## src/rtl/alu_stage_pkg.sv

```systemverilog
// ---------------------------------------------------------------------------
// alu_stage_pkg
//   Shared definitions for the ALU writeback stage: the op-class encoding
//   carried alongside each ALU result, the overflow status codes written to
//   the status register, and small helpers used by the stage transform.
// ---------------------------------------------------------------------------
package alu_stage_pkg;

    typedef enum logic [2:0] {
        NOP   = 3'd0,
        ADD   = 3'd1,
        ADDI  = 3'd2,
        SUB   = 3'd3,
        LOGIC = 3'd4,
        SHIFT = 3'd5,
        BNE   = 3'd6,
        BLT   = 3'd7
    } op_e;

    // Status codes recorded in the status register when an arithmetic op overflows.
    localparam int ST_ADD  = 1;
    localparam int ST_ADDI = 2;
    localparam int ST_SUB  = 3;

    localparam int STATUS_REG_DEFAULT = 30;

    // Only these op classes can raise an overflow status.
    function automatic logic is_arith(input op_e op);
        return (op == ADD) || (op == ADDI) || (op == SUB);
    endfunction

    function automatic logic [1:0] status_code(input op_e op);
        case (op)
            ADD:     return 2'(ST_ADD);
            ADDI:    return 2'(ST_ADDI);
            SUB:     return 2'(ST_SUB);
            default: return 2'd0;
        endcase
    endfunction

endpackage

```

## src/rtl/skid_buffer_2.sv

```systemverilog
// ---------------------------------------------------------------------------
// skid_buffer_2
//   Generic two-entry valid/ready buffer: an output register plus one skid
//   register. in_ready is registered (it is simply "skid entry empty"), so the
//   upstream ready path never combinationally depends on out_ready.
//
// Ports
//   clock      in   rising-edge clock
//   resetn     in   asynchronous active-low reset
//   flush      in   synchronous: invalidate both entries on the next edge
//   in_valid   in   upstream entry valid
//   in_ready   out  buffer can accept (skid entry empty)
//   in_data    in   upstream payload
//   out_valid  out  output entry valid
//   out_ready  in   downstream accepts
//   out_data   out  output payload (held while out_valid & ~out_ready)
// ---------------------------------------------------------------------------
module skid_buffer_2 #(
    parameter int WIDTH = 8
) (
    input  logic             clock,
    input  logic             resetn,
    input  logic             flush,
    input  logic             in_valid,
    output logic             in_ready,
    input  logic [WIDTH-1:0] in_data,
    output logic             out_valid,
    input  logic             out_ready,
    output logic [WIDTH-1:0] out_data
);

    logic             out_valid_q, out_valid_d;
    logic [WIDTH-1:0] out_data_q,  out_data_d;
    logic             skid_valid_q, skid_valid_d;
    logic [WIDTH-1:0] skid_data_q,  skid_data_d;

    always_comb begin
        // NOTE: every signal gets a default first, so no branch leaves one unassigned and no latch is inferred.
        out_valid_d  = out_valid_q;
        out_data_d   = out_data_q;
        skid_valid_d = skid_valid_q;
        skid_data_d  = skid_data_q;

        if (flush) begin
            out_valid_d  = 1'b0;
            skid_valid_d = 1'b0;
        end else if (!out_valid_q || out_ready) begin
            // Output register is free this edge. A held skid entry is older than
            // anything upstream, so it goes first; upstream cannot be accepted
            // in that cycle because in_ready is low while the skid is full.
            if (skid_valid_q) begin
                out_valid_d  = 1'b1;
                out_data_d   = skid_data_q;
                skid_valid_d = 1'b0;
            end else if (in_valid) begin
                out_valid_d = 1'b1;
                out_data_d  = in_data;
            end else begin
                out_valid_d = 1'b0;
            end
        end else if (in_valid && !skid_valid_q) begin
            // Output stalled: park the new entry in the skid register.
            skid_valid_d = 1'b1;
            skid_data_d  = in_data;
        end
    end

    // NOTE: payload registers are reset as well so the outputs read zero out of reset.
    always_ff @(posedge clock or negedge resetn) begin
        if (!resetn) begin
            // NOTE: sequential state is written with <= so every flop samples pre-edge values.
            out_valid_q  <= 1'b0;
            out_data_q   <= '0;
            skid_valid_q <= 1'b0;
            skid_data_q  <= '0;
        end else begin
            out_valid_q  <= out_valid_d;
            out_data_q   <= out_data_d;
            skid_valid_q <= skid_valid_d;
            skid_data_q  <= skid_data_d;
        end
    end

    assign in_ready  = !skid_valid_q;
    assign out_valid = out_valid_q;
    assign out_data  = out_data_q;

endmodule

```

## src/rtl/alu_writeback_stage.sv

```systemverilog
// ---------------------------------------------------------------------------
// alu_writeback_stage
//   Execute->memory boundary stage directly downstream of the ALU. Each
//   incoming entry is transformed combinationally (overflow -> status write,
//   branch resolution, branch target), then registered through a two-entry
//   skid buffer. A saturating counter tracks accepted overflow entries.
//
// Ports
//   clock, resetn            clock / asynchronous active-low reset
//   flush                    discard all buffered entries on the next edge
//   in_valid / in_ready      upstream handshake (in_ready registered)
//   in_op                    op class
//   in_result, in_overflow,
//   in_not_equal,
//   in_less_than             ALU outputs
//   in_rd, in_pc, in_imm     destination register, PC, branch offset
//   out_valid / out_ready    downstream handshake
//   out_data, out_rd, out_we writeback value / register / enable
//   out_br_taken,
//   out_br_target            branch decision and pc + 1 + imm
//   ovf_count                saturating count of accepted overflow entries
// ---------------------------------------------------------------------------
module alu_writeback_stage
    import alu_stage_pkg::*;
#(
    parameter int DATA_W     = 32,
    parameter int REG_W      = 5,
    parameter int CNT_W      = 8,
    parameter int STATUS_REG = STATUS_REG_DEFAULT
) (
    input  logic              clock,
    input  logic              resetn,
    input  logic              flush,
    input  logic              in_valid,
    output logic              in_ready,
    input  op_e               in_op,
    input  logic [DATA_W-1:0] in_result,
    input  logic              in_overflow,
    input  logic              in_not_equal,
    input  logic              in_less_than,
    input  logic [REG_W-1:0]  in_rd,
    input  logic [DATA_W-1:0] in_pc,
    input  logic [DATA_W-1:0] in_imm,
    output logic              out_valid,
    input  logic              out_ready,
    output logic [DATA_W-1:0] out_data,
    output logic [REG_W-1:0]  out_rd,
    output logic              out_we,
    output logic              out_br_taken,
    output logic [DATA_W-1:0] out_br_target,
    output logic [CNT_W-1:0]  ovf_count
);

    // Payload layout: {data, rd, we, taken, target}
    localparam int PAY_W = DATA_W + REG_W + 1 + 1 + DATA_W;

    logic [DATA_W-1:0] x_data;
    logic [REG_W-1:0]  x_rd;
    logic              x_we;
    logic              x_taken;
    logic              x_ovf;
    logic [DATA_W-1:0] x_target;

    logic [PAY_W-1:0]  in_payload;
    logic [PAY_W-1:0]  out_payload;

    logic [CNT_W-1:0]  ovf_cnt_q, ovf_cnt_d;

    // Transform applied to every entry as it is offered; only accepted entries matter.
    always_comb begin
        x_data  = in_result;
        x_rd    = in_rd;
        x_we    = 1'b0;
        x_taken = 1'b0;
        x_ovf   = 1'b0;

        case (in_op)
            ADD, ADDI, SUB: begin
                if (in_overflow) begin
                    // Overflow redirects the write to the status register.
                    x_ovf  = 1'b1;
                    x_data = DATA_W'(status_code(in_op));
                    x_rd   = REG_W'(STATUS_REG);
                    x_we   = 1'b1;
                end else begin
                    x_we = (in_rd != '0);
                end
            end
            LOGIC, SHIFT: x_we    = (in_rd != '0);
            BNE:          x_taken = in_not_equal;
            BLT:          x_taken = in_less_than;
            default:      ;
        endcase
    end

    // Wraps modulo 2^DATA_W by construction.
    assign x_target = in_pc + DATA_W'(1) + in_imm;

    assign in_payload = {x_data, x_rd, x_we, x_taken, x_target};

    skid_buffer_2 #(
        .WIDTH (PAY_W)
    ) u_skid (
        .clock     (clock),
        .resetn    (resetn),
        .flush     (flush),
        .in_valid  (in_valid),
        .in_ready  (in_ready),
        .in_data   (in_payload),
        .out_valid (out_valid),
        .out_ready (out_ready),
        .out_data  (out_payload)
    );

    assign {out_data, out_rd, out_we, out_br_taken, out_br_target} = out_payload;

    // A flushed entry is discarded, so it must not be counted either.
    always_comb begin
        ovf_cnt_d = ovf_cnt_q;
        if (in_valid && in_ready && !flush && x_ovf && (ovf_cnt_q != '1)) begin
            ovf_cnt_d = ovf_cnt_q + CNT_W'(1);
        end
    end

    always_ff @(posedge clock or negedge resetn) begin
        if (!resetn) begin
            ovf_cnt_q <= '0;
        end else begin
            ovf_cnt_q <= ovf_cnt_d;
        end
    end

    assign ovf_count = ovf_cnt_q;

endmodule

```

## config.mk

```make
export PLATFORM = sky130hd
export DESIGN_NAME = alu_writeback_stage
export DESIGN_NICKNAME = d
export VERILOG_FILES = /design/src/rtl/alu_stage_pkg.sv /design/src/rtl/skid_buffer_2.sv /design/src/rtl/alu_writeback_stage.sv
export SDC_FILE = /design/constraint.sdc
export NUM_CORES = 1
export LEC_CHECK = 0
export ABC_AREA = 1
export CAP_MARGIN = 40
export CORE_MARGIN = 2
export CORE_UTILIZATION = 53
export CTS_BUF_LIST = sky130_fd_sc_hd__clkbuf_4
export CTS_CLUSTER_SIZE = 16
export DETAILED_ROUTE_END_ITERATION = 10
export PLACE_DENSITY = 0.86
export SYNTH_ARGS = -nofsm -noshare
export SYNTH_HDL_FRONTEND = slang
export SYNTH_SLANG_ARGS = --single-unit
```

## constraint.sdc

```tcl
create_clock -name clock -period 1.78 [get_ports clock]
set_input_delay 0.267 -clock clock [delete_from_list [all_inputs] [get_ports clock]]
set_output_delay 0.267 -clock clock [all_outputs]
set_load 0.05 [all_outputs]
```

## Word-level counts from Yosys, hierarchy flattened

Cells that the tools add are included.

| operators by class | value |
|---|---|
| bitwise operators | 2 |
| multiplexer cells | 19 |
| eq/ne operators | 8 |
| reduce and logical (&&, ||, !) cells | 16 |
| $add $sub $neg | 3 |

Operator list:

| cell | number |
|---|---|
| two-way mux 71 bit | 2 |
| two-way mux 32 bit | 2 |
| adder 32 x 1 -> 32 bit, second input constant | 1 |
| adder 32 bit | 1 |
| equality test 3 bit, second input constant | 4 |
| two-way mux 1 bit | 10 |
| two-way mux 5 bit | 2 |
| adder 8 x 1 -> 8 bit, second input constant | 1 |
| != test 8 bit, second input constant | 1 |
| equality test 3 x 2 -> 1 bit, second input constant | 2 |
| one-hot mux 2 bit (3 select lines) | 1 |
| AND reduction 3 bit | 2 |
| nonzero test 5 bit | 1 |
| logical AND 1 bit | 4 |
| one-hot mux 1 bit (2 select lines) | 2 |
| nonzero test 2 bit | 2 |
| equality test 3 x 1 -> 1 bit, second input constant | 1 |
| zero test 1 bit | 3 |
| nonzero test 3 bit | 1 |
| OR reduction 3 bit | 1 |
| NOT 1 bit | 2 |
| OR reduction 2 bit | 1 |
| logical OR 1 bit | 1 |

| storage, ports and cells | value |
|---|---|
| word-level logic and storage cells | 53 |
| output and inout bits | 81 |
| bits of input ports | 112 |
| bits in registers | 152 |

## Depth between registers and ports, before layout

| depth | value |
|---|---|
| depth after elaboration | 6 |
| depth in mapped cells | 16 |
| mapped depth without buffers | 16 |

## By module

From an unflattened synthesis, not the netlist that was laid out.

| unflattened totals | value |
|---|---|
| cell total of the unflattened synthesis | 1489 |
| area, all modules | 9605.5 sq um |

Modules (own cells, without submodules):

| module | seq. area each (sq um) | instances | cells each | area each (sq um) |
|---|---|---|---|---|
| skid_buffer_2 | 3603.5 | 1 | 857 | 6513.7 |
| alu_writeback_stage | 200.2 | 1 | 632 | 3091.7 |

## Worst setup path before layout

Ideal clock, no wire load.

| path | value |
|---|---|
| path kind | input to register |
| from | in in_pc[0] |
| to | reg u_skid.out_data_q[24], in the netlist u_skid.out_data[24] |
| path buffers | 0 |
| setup slack | -57 ps |
| arrival | 1719 ps |
| required time | 1662 ps |
| stages on the path | 16 |
| setup time | 118 ps |
| cell sequence | inv_1 > ha_1 > inv_1 > fa_1 > nand3_1 > nand3_1 > nand2_1 > nand2_1 > nand2_1 > nand2_1 > nand2_1 > nand2_1 > nand2_1 > nand3_1 > nand2_1 > nand2_1 |

| between the ends | value |
|---|---|
| longest elaborated chain between the ends | 4 |

Ends and longest elaborated chain:

| element | line | text |
|---|---|---|
| start: declaration | alu_writeback_stage.sv:42 | `input logic [DATA_W-1:0] in_pc,` |
| adder 32 x 1 -> 32 bit | alu_writeback_stage.sv:97 | `assign x_target = in_pc + DATA_W'(1) + in_imm;` |
| adder 32 bit | alu_writeback_stage.sv:97 |  |
| two-way mux 71 bit | skid_buffer_2.sv:55 | `end else if (in_valid) begin` |
| two-way mux 71 bit | skid_buffer_2.sv:51 | `if (skid_valid_q) begin` |
| end signal: assignment | skid_buffer_2.sv:78 | `out_data_q <= out_data_d;` |
| end: declaration | skid_buffer_2.sv:33 | `logic [WIDTH-1:0] out_data_q, out_data_d;` |

Every way passes these cells. The select of a mux whose other input is x is not followed.
A chain may end at the register's enable or synchronous reset.

## Final worst setup path

| path | value |
|---|---|
| from | in in_pc[14] |
| to | reg u_skid.out_data_q[15], in the netlist u_skid.out_data[15] |

The elaborated chain is that of the path after synthesis.

==> flow_summary_export.csv <==
group,metric,value,unit
run_status,outcome,"completed",
floorplanning,ios,193,
sta,rsz0062_at_grt,"yes",
grt,grt_pass1_vias,8473,
drt,dr.pass1.iters,5,
worst_setup_path,rr_worst_depth,9,
place,io_buffers,192,
clocking,clk_pin_slew,0.14,ns
grt,grt_usage,0.277,
synth,synth_xor_area_frac,0.0227,
sta,fin_worst_skew,0.0145,ns
place,dpl.hpwl,18200,µm
power,powerDensity,944,nW/µm²
synth,synthCells,1251,
power,pwr-share-comb,0.396,
worst_setup_path,r2r_start,"u_skid.skid_valid_q",
drt,ant_nets,0,
drt,drt_iter0_drc,646,
floorplanning,die_y,134,µm
sta,setup_violations,0,
sta,maxSlewHeadroom,0.668,
synth,ys.flop_type,"dfrtp_1",
floorplanning,rows,47,
synth,netlist_top_cells_count,"466 x nand2_1, 152 x dfrtp_1, 143 x inv_1, 95 x nor2_1, 66 x o21ai_0",
power,p_switching,0.00470,W
place,gp_congestion,0.884,
floorplanning,die_area,17800,µm²
floorplanning,start_util,0.540,
layout,layout-drive-gt1-share,0.139,
synth,synth_compound_area_frac,0.137,
power,pwr-share-clk,0.184,
sta,slew_viol_final,0,
clocking,clk_latency,0.55,ns
power,netSwitchingFraction,0.418,
layout,area_delta_synth_final,34.0,%
synth,ys_seq_area_frac,0.428,
clocking,cts_buffer_depth,2,
sta,finalHoldViolations,0,
worst_setup_path,required,2.27,ns
worst_setup_path,critPathLaunchType,"input pin",
layout,layout.nets,1645,
synth,yosysTopAreaCellShare,0.428,
synth,syn_area_per_cell,7.11,µm²
layout,fin_area,11900,µm²
power,finalPower,0.0112,W
drt,routed_wirelength,24500,µm
synth,synth_top_area_cell,"dfrtp_1",
hold_path,hold_start,"in_pc[0]",
synth,synth_most_common_cell,"nand2_1",
power,ir_drop,0.000472,V
synth,ys_ff_latch,152,
synth,ys_warn_count,0,
worst_setup_path,crit_arrival,2.24,ns
drt,wl_per_cell,14.2,µm
drt,routed_via_density,5.18,
synth,synthSimpleGateAreaFrac,0.277,
synth,synth_fa_ha_area_frac,0.0473,
hold_path,hold_depth,4,
floorplanning,die_x,134,µm
power,p_seq_frac,0.419,
drt,drc,0,
grt,antenna_found_initial,1,
worst_setup_path,startpoint,"in_pc[14]",
synth,yosys-top-cells-area,"dfrtp_1 43%, nand2_1 20%, inv_1 6.0%",
synth,synth_area,8890,µm²
drt,num_vias,8975,
clocking,cts_buffers,17,
run,maxCapViolations,0,
place,placed_cell_area,11500,µm²
grt,grt_pass1_wl,40000,µm
clocking,htreeDepth,4,
grt,gr-total-overflow,0,
grt,grt_max_degree,100,
clocking,tritoncts,"done",
synth,synth_mux_area_frac,0,
synth,synth_edf_count,0,
sta,finalCritPeriodShare,0.987,
layout,fin_util,0.723,
clocking,cts.sinks,152,
floorplanning,coreArea,16500,µm²
synth,syn_nets,1396,
power,p_int,0.00654,W
clocking,cts_root_buf,"clkbuf_4",
synth,synthDistinctLibCells,37,
hold_path,hold_class,"in -> reg",
worst_setup_path,path_max_fanout,4,
power,p_leak,6.42,nW
sta,max_clock_freq,0.569,GHz
sta,finalCriticalPeriod,1.76,ns
sta,worst_pin_slew,0.500,ns
worst_setup_path,worstSetupPathType,"in -> reg",
synth,synth_top_family_by_area,"simple AND/OR/NAND/NOR gates",
worst_setup_path,cp-end-kind,"flip-flop",
synth,synthArstFlopShare,1.00,
[flip-flops by register name, indices dropped and copies added (netlist names)]
name	flops
u_skid.out_data	71
ovf_count	8
u_skid.out_valid	1
u_skid.skid_data_q	71
u_skid.skid_valid_q	1
[routing by layer]
| metal | GRT usage | share of wire | vias to the layer above |
|---|---|---|---|
| met5 | 0 | 0 | - |
| met4 | 0.0952 | 0.027 | 0 |
| met3 | 0.0411 | 0.064 | 45 |
| met2 | 0.458 | 0.48 | 356 |
| met1 | 0.376 | 0.43 | 4131 |
| li1 | - | - | 4443 |
[stage by stage]
step	hold slack, ns	std cells	setup TNS (ns)	setup slack [ns]
final	0.136	1734	0	0.0235
after detailed placement	0.233	1694	-32.22	-0.592
after floorplan	-0.0286	1251	0	0.00451
after global routing	0.120	1734	-0.215	-0.0583
after CTS	0.201	1727	-0.0776	-0.0776
after global placement	0.235	1694	-27.53	-0.528
[layout make-up]
class                           count  area [µm²]
Multi-Input combinational cell    902        4370
Inverter                          150         572
Timing Repair Buffer              277        2610
Antenna cell                        1        2.50
Clock buffer                       17         128
Sequential cell                   152        3810
Fill cell                        1286        4550
Tap cell                          220         275
Clock inverter                     15         144
[cell usage in the layout, fill, tap and decap left out, types with 14 or more instances in the layout]
cell and count:
o21a_1 23, clkbuf_4 17, clkdlybuf4s50_1 108, dlygate4sd2_1 14, ha_1 31, o21ai_1 56, inv_1 142, nor2_1 91
buf_4 120, a21oi_1 62, nand2_1 462, nand3_1 35, dfrtp_1 151, o21ai_0 66
[critical path, stage by stage]
cell and delay, ns:
clkdlybuf4s50_1 0.42, ha_1 0.36, nand2_1 0.12, nor2_2 0.20
and2_1 0.15, nand2_1 0.06, nand2_2 0.12, xor2_1 0.34
o21ai_0 0.13, nand2_1 0.07
[kinds of logic (layout without fill, tap and decap cells)]
group	Yosys count	in the layout
AOI/OAI and AO/OA	225	225
xor gates and xnor gates	23	23
adders and majority gates	33	33
buffers and inverters	197	459
DFF	152	152
other	0	1
and+or+nand+nor	621	621
[power by group through the flow]
stage / Clock (W) / Combinational, W / Sequential [W]
2_1_floorplan: 0 / 0.00155 / 0.00595
3_3_place_gp: 0 / 0.00438 / 0.00473
3_5_place_dp: 0 / 0.00447 / 0.00477
4_1_cts: 0.00210 / 0.00441 / 0.00470
5_1_grt: 0.00227 / 0.00483 / 0.00480
6_report: 0.00207 / 0.00446 / 0.00471
[final timing paths]
path                                     endpoint  slack (ns)
max in group asynchronous     u_skid.out_data[48]        0.95
min in group asynchronous     u_skid.out_data[54]        0.21
max                           u_skid.out_data[15]        0.02
min reg2reg                u_skid.skid_data_q[35]        0.49
max reg2reg                   u_skid.out_data[66]        0.16
min                         u_skid.skid_data_q[0]        0.14
[repair_timing]
item / in CTS / in global routing
endpoints found under the hold margin: 42 / 0
hold buffers: 1 / 0
buffers inserted: 0 / 4
pin swaps: 0 / 9
endpoints found under the setup margin: 31 / 52
gates resized for setup: 34 / 42
gates cloned: 0 / 2
(Power assumes the default switching activity.)
